$ cat config.mk
export PLATFORM = sky130hd
export DESIGN_NAME = lcd_mmio_ctrl
export DESIGN_NICKNAME = d
export VERILOG_FILES = /design/src/rtl/lcd_mmio_ctrl.sv
export SDC_FILE = /design/constraint.sdc
export NUM_CORES = 1
export LEC_CHECK = 0
export ABC_AREA = 1
export CORE_MARGIN = 5
export CORE_UTILIZATION = 49
export CTS_BUF_LIST = sky130_fd_sc_hd__clkbuf_8
export CTS_CLUSTER_SIZE = 25
export DETAILED_ROUTE_END_ITERATION = 7
export MAX_ROUTING_LAYER = met4
export PLACE_DENSITY = 0.78
export SYNTH_ARGS = -nofsm -noshare
export SYNTH_HDL_FRONTEND = slang
export SYNTH_SLANG_ARGS = --single-unit
export TNS_END_PERCENT = 20
$ cat constraint.sdc
create_clock -name clk -period 2.35 [get_ports clk]
set_clock_uncertainty 0.05 [all_clocks]
set_input_delay 0.3525 -clock clk [delete_from_list [all_inputs] [get_ports clk]]
set_output_delay 0.3525 -clock clk [all_outputs]
set_load 0.1 [all_outputs]
$ cat src/rtl/lcd_mmio_ctrl.sv
// lcd_mmio_ctrl: memory-mapped HD44780 LCD controller with a write FIFO and a timed E-strobe sequencer
module lcd_mmio_ctrl #(
    parameter int DEPTH        = 8,
    parameter int SETUP_CYCLES = 2,
    parameter int PULSE_CYCLES = 4,
    parameter int HOLD_CYCLES  = 2,
    parameter int CMD_WAIT     = 100,
    parameter int DATA_WAIT    = 40
) (
    input  logic        clk,
    input  logic        rst_n,
    input  logic        bus_sel,
    input  logic [1:0]  bus_addr,
    input  logic [31:0] bus_wdata,
    input  logic [3:0]  bus_wenable,
    output logic [31:0] bus_rdata,
    output logic [7:0]  lcd_data,
    output logic        lcd_rs,
    output logic        lcd_rw,
    output logic        lcd_enable
);
    localparam int AW   = $clog2(DEPTH);
    localparam int CNTW = AW + 1;
    localparam int M1   = SETUP_CYCLES > PULSE_CYCLES ? SETUP_CYCLES : PULSE_CYCLES;
    localparam int M2   = M1 > HOLD_CYCLES ? M1 : HOLD_CYCLES;
    localparam int M3   = M2 > CMD_WAIT ? M2 : CMD_WAIT;
    localparam int MAXC = M3 > DATA_WAIT ? M3 : DATA_WAIT;
    localparam int CW   = $clog2(MAXC + 1);

    typedef enum logic [2:0] {S_IDLE, S_SETUP, S_PULSE, S_HOLD, S_WAIT} state_t;

    logic [8:0]      mem_q [DEPTH];
    logic [AW-1:0]   wptr_q, wptr_d, rptr_q, rptr_d;
    logic [CNTW-1:0] count_q, count_d;
    logic            ovf_q, ovf_d;
    state_t          state_q, state_d;
    logic [CW-1:0]   cnt_q, cnt_d;
    logic            en_q, en_d, rs_q, rs_d;
    logic [7:0]      data_q, data_d;
    logic            wr, push_req, push, pop, ctrl, flush, empty, full, expire;
    logic [8:0]      head;
    logic            unused;

    assign wr       = bus_sel & bus_wenable[0];
    assign push_req = wr & ~bus_addr[1];
    assign ctrl     = wr & (bus_addr == 2'd3);
    assign flush    = ctrl & bus_wdata[1];
    assign empty    = count_q == '0;
    assign full     = count_q == CNTW'(DEPTH);
    assign pop      = (state_q == S_IDLE) & ~empty;
    // a full FIFO still accepts a push when the sequencer frees a slot on the same edge
    assign push     = push_req & (~full | pop);
    assign head     = mem_q[rptr_q];
    assign expire   = cnt_q == CW'(1);
    assign unused   = &{1'b0, bus_wdata[31:8], bus_wenable[3:1]};

    assign lcd_data   = data_q;
    assign lcd_rs     = rs_q;
    assign lcd_rw     = 1'b0;
    assign lcd_enable = en_q;

    // status register decode; everything except STATUS reads as zero
    always_comb begin
        bus_rdata = (bus_sel && bus_addr == 2'd2)
                  ? {16'h0, 8'(count_q), 4'h0, ovf_q, state_q != S_IDLE, full, empty}
                  : 32'h0;
    end

    // FIFO pointers, occupancy and sticky overflow; flush drops queued entries only
    always_comb begin
        wptr_d  = wptr_q + AW'(push);
        rptr_d  = flush ? wptr_q : rptr_q + AW'(pop);
        count_d = flush ? '0 : count_q + CNTW'(push) - CNTW'(pop);
        ovf_d   = (ctrl & bus_wdata[0]) ? 1'b0 : (ovf_q | (push_req & ~push));
    end

    // sequencer: pop, then setup/pulse/hold/wait, each lasting its programmed cycle count
    always_comb begin
        state_d = state_q;
        cnt_d   = cnt_q - CW'(1);
        en_d    = en_q;
        rs_d    = rs_q;
        data_d  = data_q;
        case (state_q)
            S_IDLE: begin
                cnt_d = cnt_q;
                if (pop) begin
                    state_d = S_SETUP;
                    cnt_d   = CW'(SETUP_CYCLES);
                    rs_d    = head[8];
                    data_d  = head[7:0];
                end
            end
            S_SETUP: if (expire) begin
                state_d = S_PULSE;
                cnt_d   = CW'(PULSE_CYCLES);
                en_d    = 1'b1;
            end
            S_PULSE: if (expire) begin
                state_d = S_HOLD;
                cnt_d   = CW'(HOLD_CYCLES);
                en_d    = 1'b0;
            end
            S_HOLD: if (expire) begin
                state_d = S_WAIT;
                cnt_d   = rs_q ? CW'(DATA_WAIT) : CW'(CMD_WAIT);
            end
            S_WAIT: if (expire) state_d = S_IDLE;
            default: begin
                state_d = S_IDLE;
                en_d    = 1'b0;
            end
        endcase
    end

    // FIFO storage; contents are don't-care until written, so no reset
    always_ff @(posedge clk) begin
        if (push) mem_q[wptr_q] <= {~bus_addr[0], bus_wdata[7:0]};
    end

    // state registers; reset aborts any transfer and empties the FIFO
    always_ff @(posedge clk or negedge rst_n) begin
        if (!rst_n) begin
            wptr_q  <= '0;
            rptr_q  <= '0;
            count_q <= '0;
            ovf_q   <= 1'b0;
            state_q <= S_IDLE;
            cnt_q   <= '0;
            en_q    <= 1'b0;
            rs_q    <= 1'b0;
            data_q  <= '0;
        end else begin
            wptr_q  <= wptr_d;
            rptr_q  <= rptr_d;
            count_q <= count_d;
            ovf_q   <= ovf_d;
            state_q <= state_d;
            cnt_q   <= cnt_d;
            en_q    <= en_d;
            rs_q    <= rs_d;
            data_q  <= data_d;
        end
    end
endmodule

==> reports/metrics.json, run 1 <==
{
  "floorplan.die.height": {"value": 109, "unit": "um"},
  "synth.top_cell.area_share": {"value": 45.1, "unit": "%"},
  "worst_path_largest_cell_delay": {"value": 510, "unit": "ps"},
  "fin_total_pwr": {"value": 7.14, "unit": "mW"},
  "power_frac_comb": {"value": 48.8, "unit": "%"},
  "critical_path.max_fanout": {"value": 5},
  "switching_share": {"value": 47.2, "unit": "%"},
  "numPlacedInstances": {"value": 627},
  "vias": {"value": 3304},
  "cp-start-kind": {"value": "register"},
  "placement.setup.worst_slack": {"value": -196, "unit": "ps"},
  "setup-violations-final": {"value": 0},
  "area_growth": {"value": 17.4, "unit": "%"},
  "worst_hold_path_type": {"value": "in2async"},
  "critPathKind": {"value": "reg2reg"},
  "finalHoldWorstSlack": {"value": 309, "unit": "ps"},
  "number_of_antenna_violations_at_the_first_check_in_global_routing": {"value": 0},
  "max_slew.worst_pin.slew": {"value": 560, "unit": "ps"},
  "floorplan.initialDensity": {"value": 49.7, "unit": "%"},
  "avgSynthCellArea": {"value": 10.7, "unit": "um2"},
  "static-leakage-power": {"value": 2.31, "unit": "nW"},
  "pwr_density_cell": {"value": 1270, "unit": "mW/mm2"},
  "r2r-start": {"value": "state_q[0]"},
  "port-buffer-count": {"value": 31},
  "grt_first_pass_wirelength": {"value": 15400, "unit": "um"},
  "dpl-instance-area": {"value": 0.00539, "unit": "mm2"},
  "syn-cell-area": {"value": 0.00479, "unit": "mm2"},
  "core-area": {"value": 0.00964, "unit": "mm2"},
  "globalplace.congestion": {"value": 0.841},
  "clk_transition_reported_paths": {"value": 120, "unit": "ps"},
  "cts_htree_levels": {"value": 3},
  "worst_setup_path_startpoint": {"value": "state_q[0]"},
  "grt_util_all_layers": {"value": 17.4, "unit": "%"},
  "synthCells": {"value": 448},
  "critPathCapture": {"value": "count_q[1]"},
  "overflow": {"value": 0},
  "postRouteWirelength": {"value": 9510, "unit": "um"},
  "synth-main-ff-cell": {"value": "sky130_fd_sc_hd__edfxtp_1"},
  "min_period": {"value": 2250, "unit": "ps"},
  "largest_net_degree_at_the_start_of_global_routing": {"value": 37},
  "yosysMostFrequentCell": {"value": "sky130_fd_sc_hd__nor2_1"},
  "seq_power_share": {"value": 35.3, "unit": "%"},
  "critical_path.n_buffers_inverters": {"value": 4},
  "crit_path_frequent_cell": {"value": "sky130_fd_sc_hd__inv_1"},
  "detailed_router_iteration_count_before_antenna_repair": {"value": 4},
  "max-slew-margin-rel": {"value": 62.6, "unit": "%"},
  "wl_per_instance": {"value": 14.8, "unit": "um"},
  "run_status": {"value": "finished clean"},
  "worst_ep_arrival_time": {"value": 2510, "unit": "ps"},
  "numClockSinks": {"value": 103},
  "ys_async_sr_fraction": {"value": 30.1, "unit": "%"},
  "switching_power": {"value": 3.37, "unit": "mW"},
  "power.clock.fraction": {"value": 15.9, "unit": "%"},
  "dominant_cells_by_area_after_synthesis": {"value": "sky130_fd_sc_hd__edfxtp_1, sky130_fd_sc_hd__dfrtp_1, sky130_fd_sc_hd__nor2_1"},
  "maximum_achievable_frequency": {"value": 444, "unit": "MHz"},
  "min_period_over_period": {"value": 95.9, "unit": "%"},
  "fraction_of_final_layout_cells_sized_beyond_drive_strength_1": {"value": 17.3, "unit": "%"},
  "drc": {"value": 0},
  "synth.largest_area_cell": {"value": "sky130_fd_sc_hd__edfxtp_1"},
  "fillers": {"value": 779},
  "cts.root.buffer_cell": {"value": "sky130_fd_sc_hd__clkbuf_8"},
  "rr_endpoint": {"value": "count_q[1]"},
  "design_area": {"value": 0.00563, "unit": "mm2"},
  "kind_of_end_point_of_the_critical_path": {"value": "register"},
  "first_iter_violations": {"value": 171},
  "tritoncts": {"value": "built"},
  "final_critical_path_setup_slack": {"value": 96.2, "unit": "ps"},
  "std_cell_rows": {"value": 36},
  "ys_top_cells_by_count": {"value": "sky130_fd_sc_hd__nor2_1, sky130_fd_sc_hd__edfxtp_1, sky130_fd_sc_hd__nand2_1, sky130_fd_sc_hd__o21ai_0, sky130_fd_sc_hd__dfrtp_1"},
  "clk_latency": {"value": 380, "unit": "ps"},
  "finalHoldViolCount": {"value": 0},
  "finalCoreUtilization": {"value": 58.4, "unit": "%"},
  "die_x": {"value": 109, "unit": "um"},
  "critical_path.slowest_cell": {"value": "sky130_fd_sc_hd__fa_2"},
  "yosys_warnings": {"value": 0},
  "stdcell_count": {"value": 643},
  "worst_path_dominant_cell_family": {"value": "adder cells"},
  "cp_data_required_time": {"value": 2600, "unit": "ps"},
  "internal-power": {"value": 3.77, "unit": "mW"},
  "setup_total_negative_slack": {"value": 0, "unit": "ps"},
  "worstSetupPathDepth": {"value": 12},
  "vias_per_cell": {"value": 5.14},
  "worst_ir_drop_on_vdd": {"value": 535, "unit": "uV"},
  "antenna-diode-count": {"value": 0},
  "maxCapViolCount": {"value": 0},
  "synth_enable_flop_cells": {"value": 72},
  "yosys.cell_types.count": {"value": 35},
  "total_cts_buffers": {"value": 9},
  "final_max_tran_viols": {"value": 0},
  "clk_path_buf_depth": {"value": 2},
  "rrSetupSlack": {"value": 100, "unit": "ps"},
  "yosysSeqAreaShare": {"value": 61.3, "unit": "%"},
  "postRouteAntennaNets": {"value": 0},
  "design.final.nets": {"value": 559},
  "grt_pass1_vias": {"value": 3254},
  "dp_hpwl": {"value": 6550, "unit": "um"},
  "boundaryPins": {"value": 84},
  "synth_seq_cells": {"value": 103},
  "reg2regPathDepth": {"value": 12},
  "floorplan.die_area": {"value": 0.0119, "unit": "mm2"},
  "crit_path_cell_trace": {"value": "nor2_4, nand2_4, inv_4, nand2_4, a21boi_4, inv_1, ha_1, inv_1, ha_4, fa_2, inv_1, nor2_1"}
}
cell usage in the layout, fill, tap and decap left out, drive strengths merged:
cell type,instances
clkbuf,9
a22oi,1
ha,12
xor2,5
conb,25
a21boi,1
nor4,1
dfrtp,31
nor2,94
a21oi,7
clkinv,4
o21ai,47
nand4,4
nand3b,1
fa,1
nand3,24
o21bai,1
edfxtp,72
nand2,49
clkdlybuf4s50,13
xnor2,2
buf,47
o211ai,18
nor3,3
inv,38
metal layers:
layer | share of wire (%) | global-route usage (%) | up-vias
li1 | - | - | 1590
met1 | 39 | 20.0 | 1569
met2 | 51 | 29.0 | 121
met3 | 7.2 | 3.55 | 24
met4 | 2.9 | 8.93 | 0
met5 | 0 | - | -
cells by family (layout without fill, tap and decap cells):
kind of cell,Yosys count,count (layout),share of synthesized area (%)
adders and majority gates,13,13,3.55
other,1,25,0.0782
and+or+nand+nor,176,176,16.3
DFF,103,103,61.3
xor gates and xnor gates,7,7,1.28
AOI/OAI and AO/OA,75,75,9.24
buffers and inverters,73,111,8.25
how the worst min path moves through the flow:
stage	slack [ps]	to	startpoint
after floorplan	7	cnt_q[0]	rst_n
after global placement	420	lcd_data[6]	lcd_data[6]
after detailed placement	420	lcd_data[5]	lcd_data[5]
after CTS	320	lcd_data[6]	rst_n
after global routing	350	lcd_data[6]	rst_n
final	310	lcd_data[6]	rst_n
power groups by stage:
stage	registers (mW)	logic, mW	clock network (mW)
after global routing	2.55	3.84	1.23
after CTS	2.51	3.45	1.16
after global placement	2.54	3.32	0
after detailed placement	2.55	3.45	0
after floorplan	3.05	2.14	0
final	2.52	3.48	1.14
layout make-up:
type	count	area (um2)	share of cell area (%)
Tap cell	133	166	2.96
Timing Repair Buffer	60	583	10.4
Multi-Input combinational cell	296	1590	28.2
Clock buffer	9	124	2.20
Clock inverter	7	91.3	1.62
Sequential cell	103	2940	52.2
Inverter	35	136	2.42
state kept, by name, summed over array words and instances, names as in the netlist:
signal and count:
lcd_enable 1, count_q 4, wptr_q 3, ovf_q 1, state_q 3, cnt_q 7
mem_q 72, lcd_rs 1, rptr_q 3, lcd_data 8
repair_timing:
action,CTS,global route
setup buffers,0,1
hold buffers,0,0
endpoints found under the setup margin,0,2
gates resized for setup,0,7
(Power assumes the default switching activity.)
==> inputs of run 2 (changes only) <==
--- a/config.mk
+++ b/config.mk
@@ -6,6 +6,7 @@
 export NUM_CORES = 1
 export LEC_CHECK = 0
 export ABC_AREA = 1
+export CAP_MARGIN = 15
 export CORE_MARGIN = 5
 export CORE_UTILIZATION = 49
 export CTS_BUF_LIST = sky130_fd_sc_hd__clkbuf_8
==> results of run 2 <==
No change in the layout: final DEF, timing and power equal those of run 1.
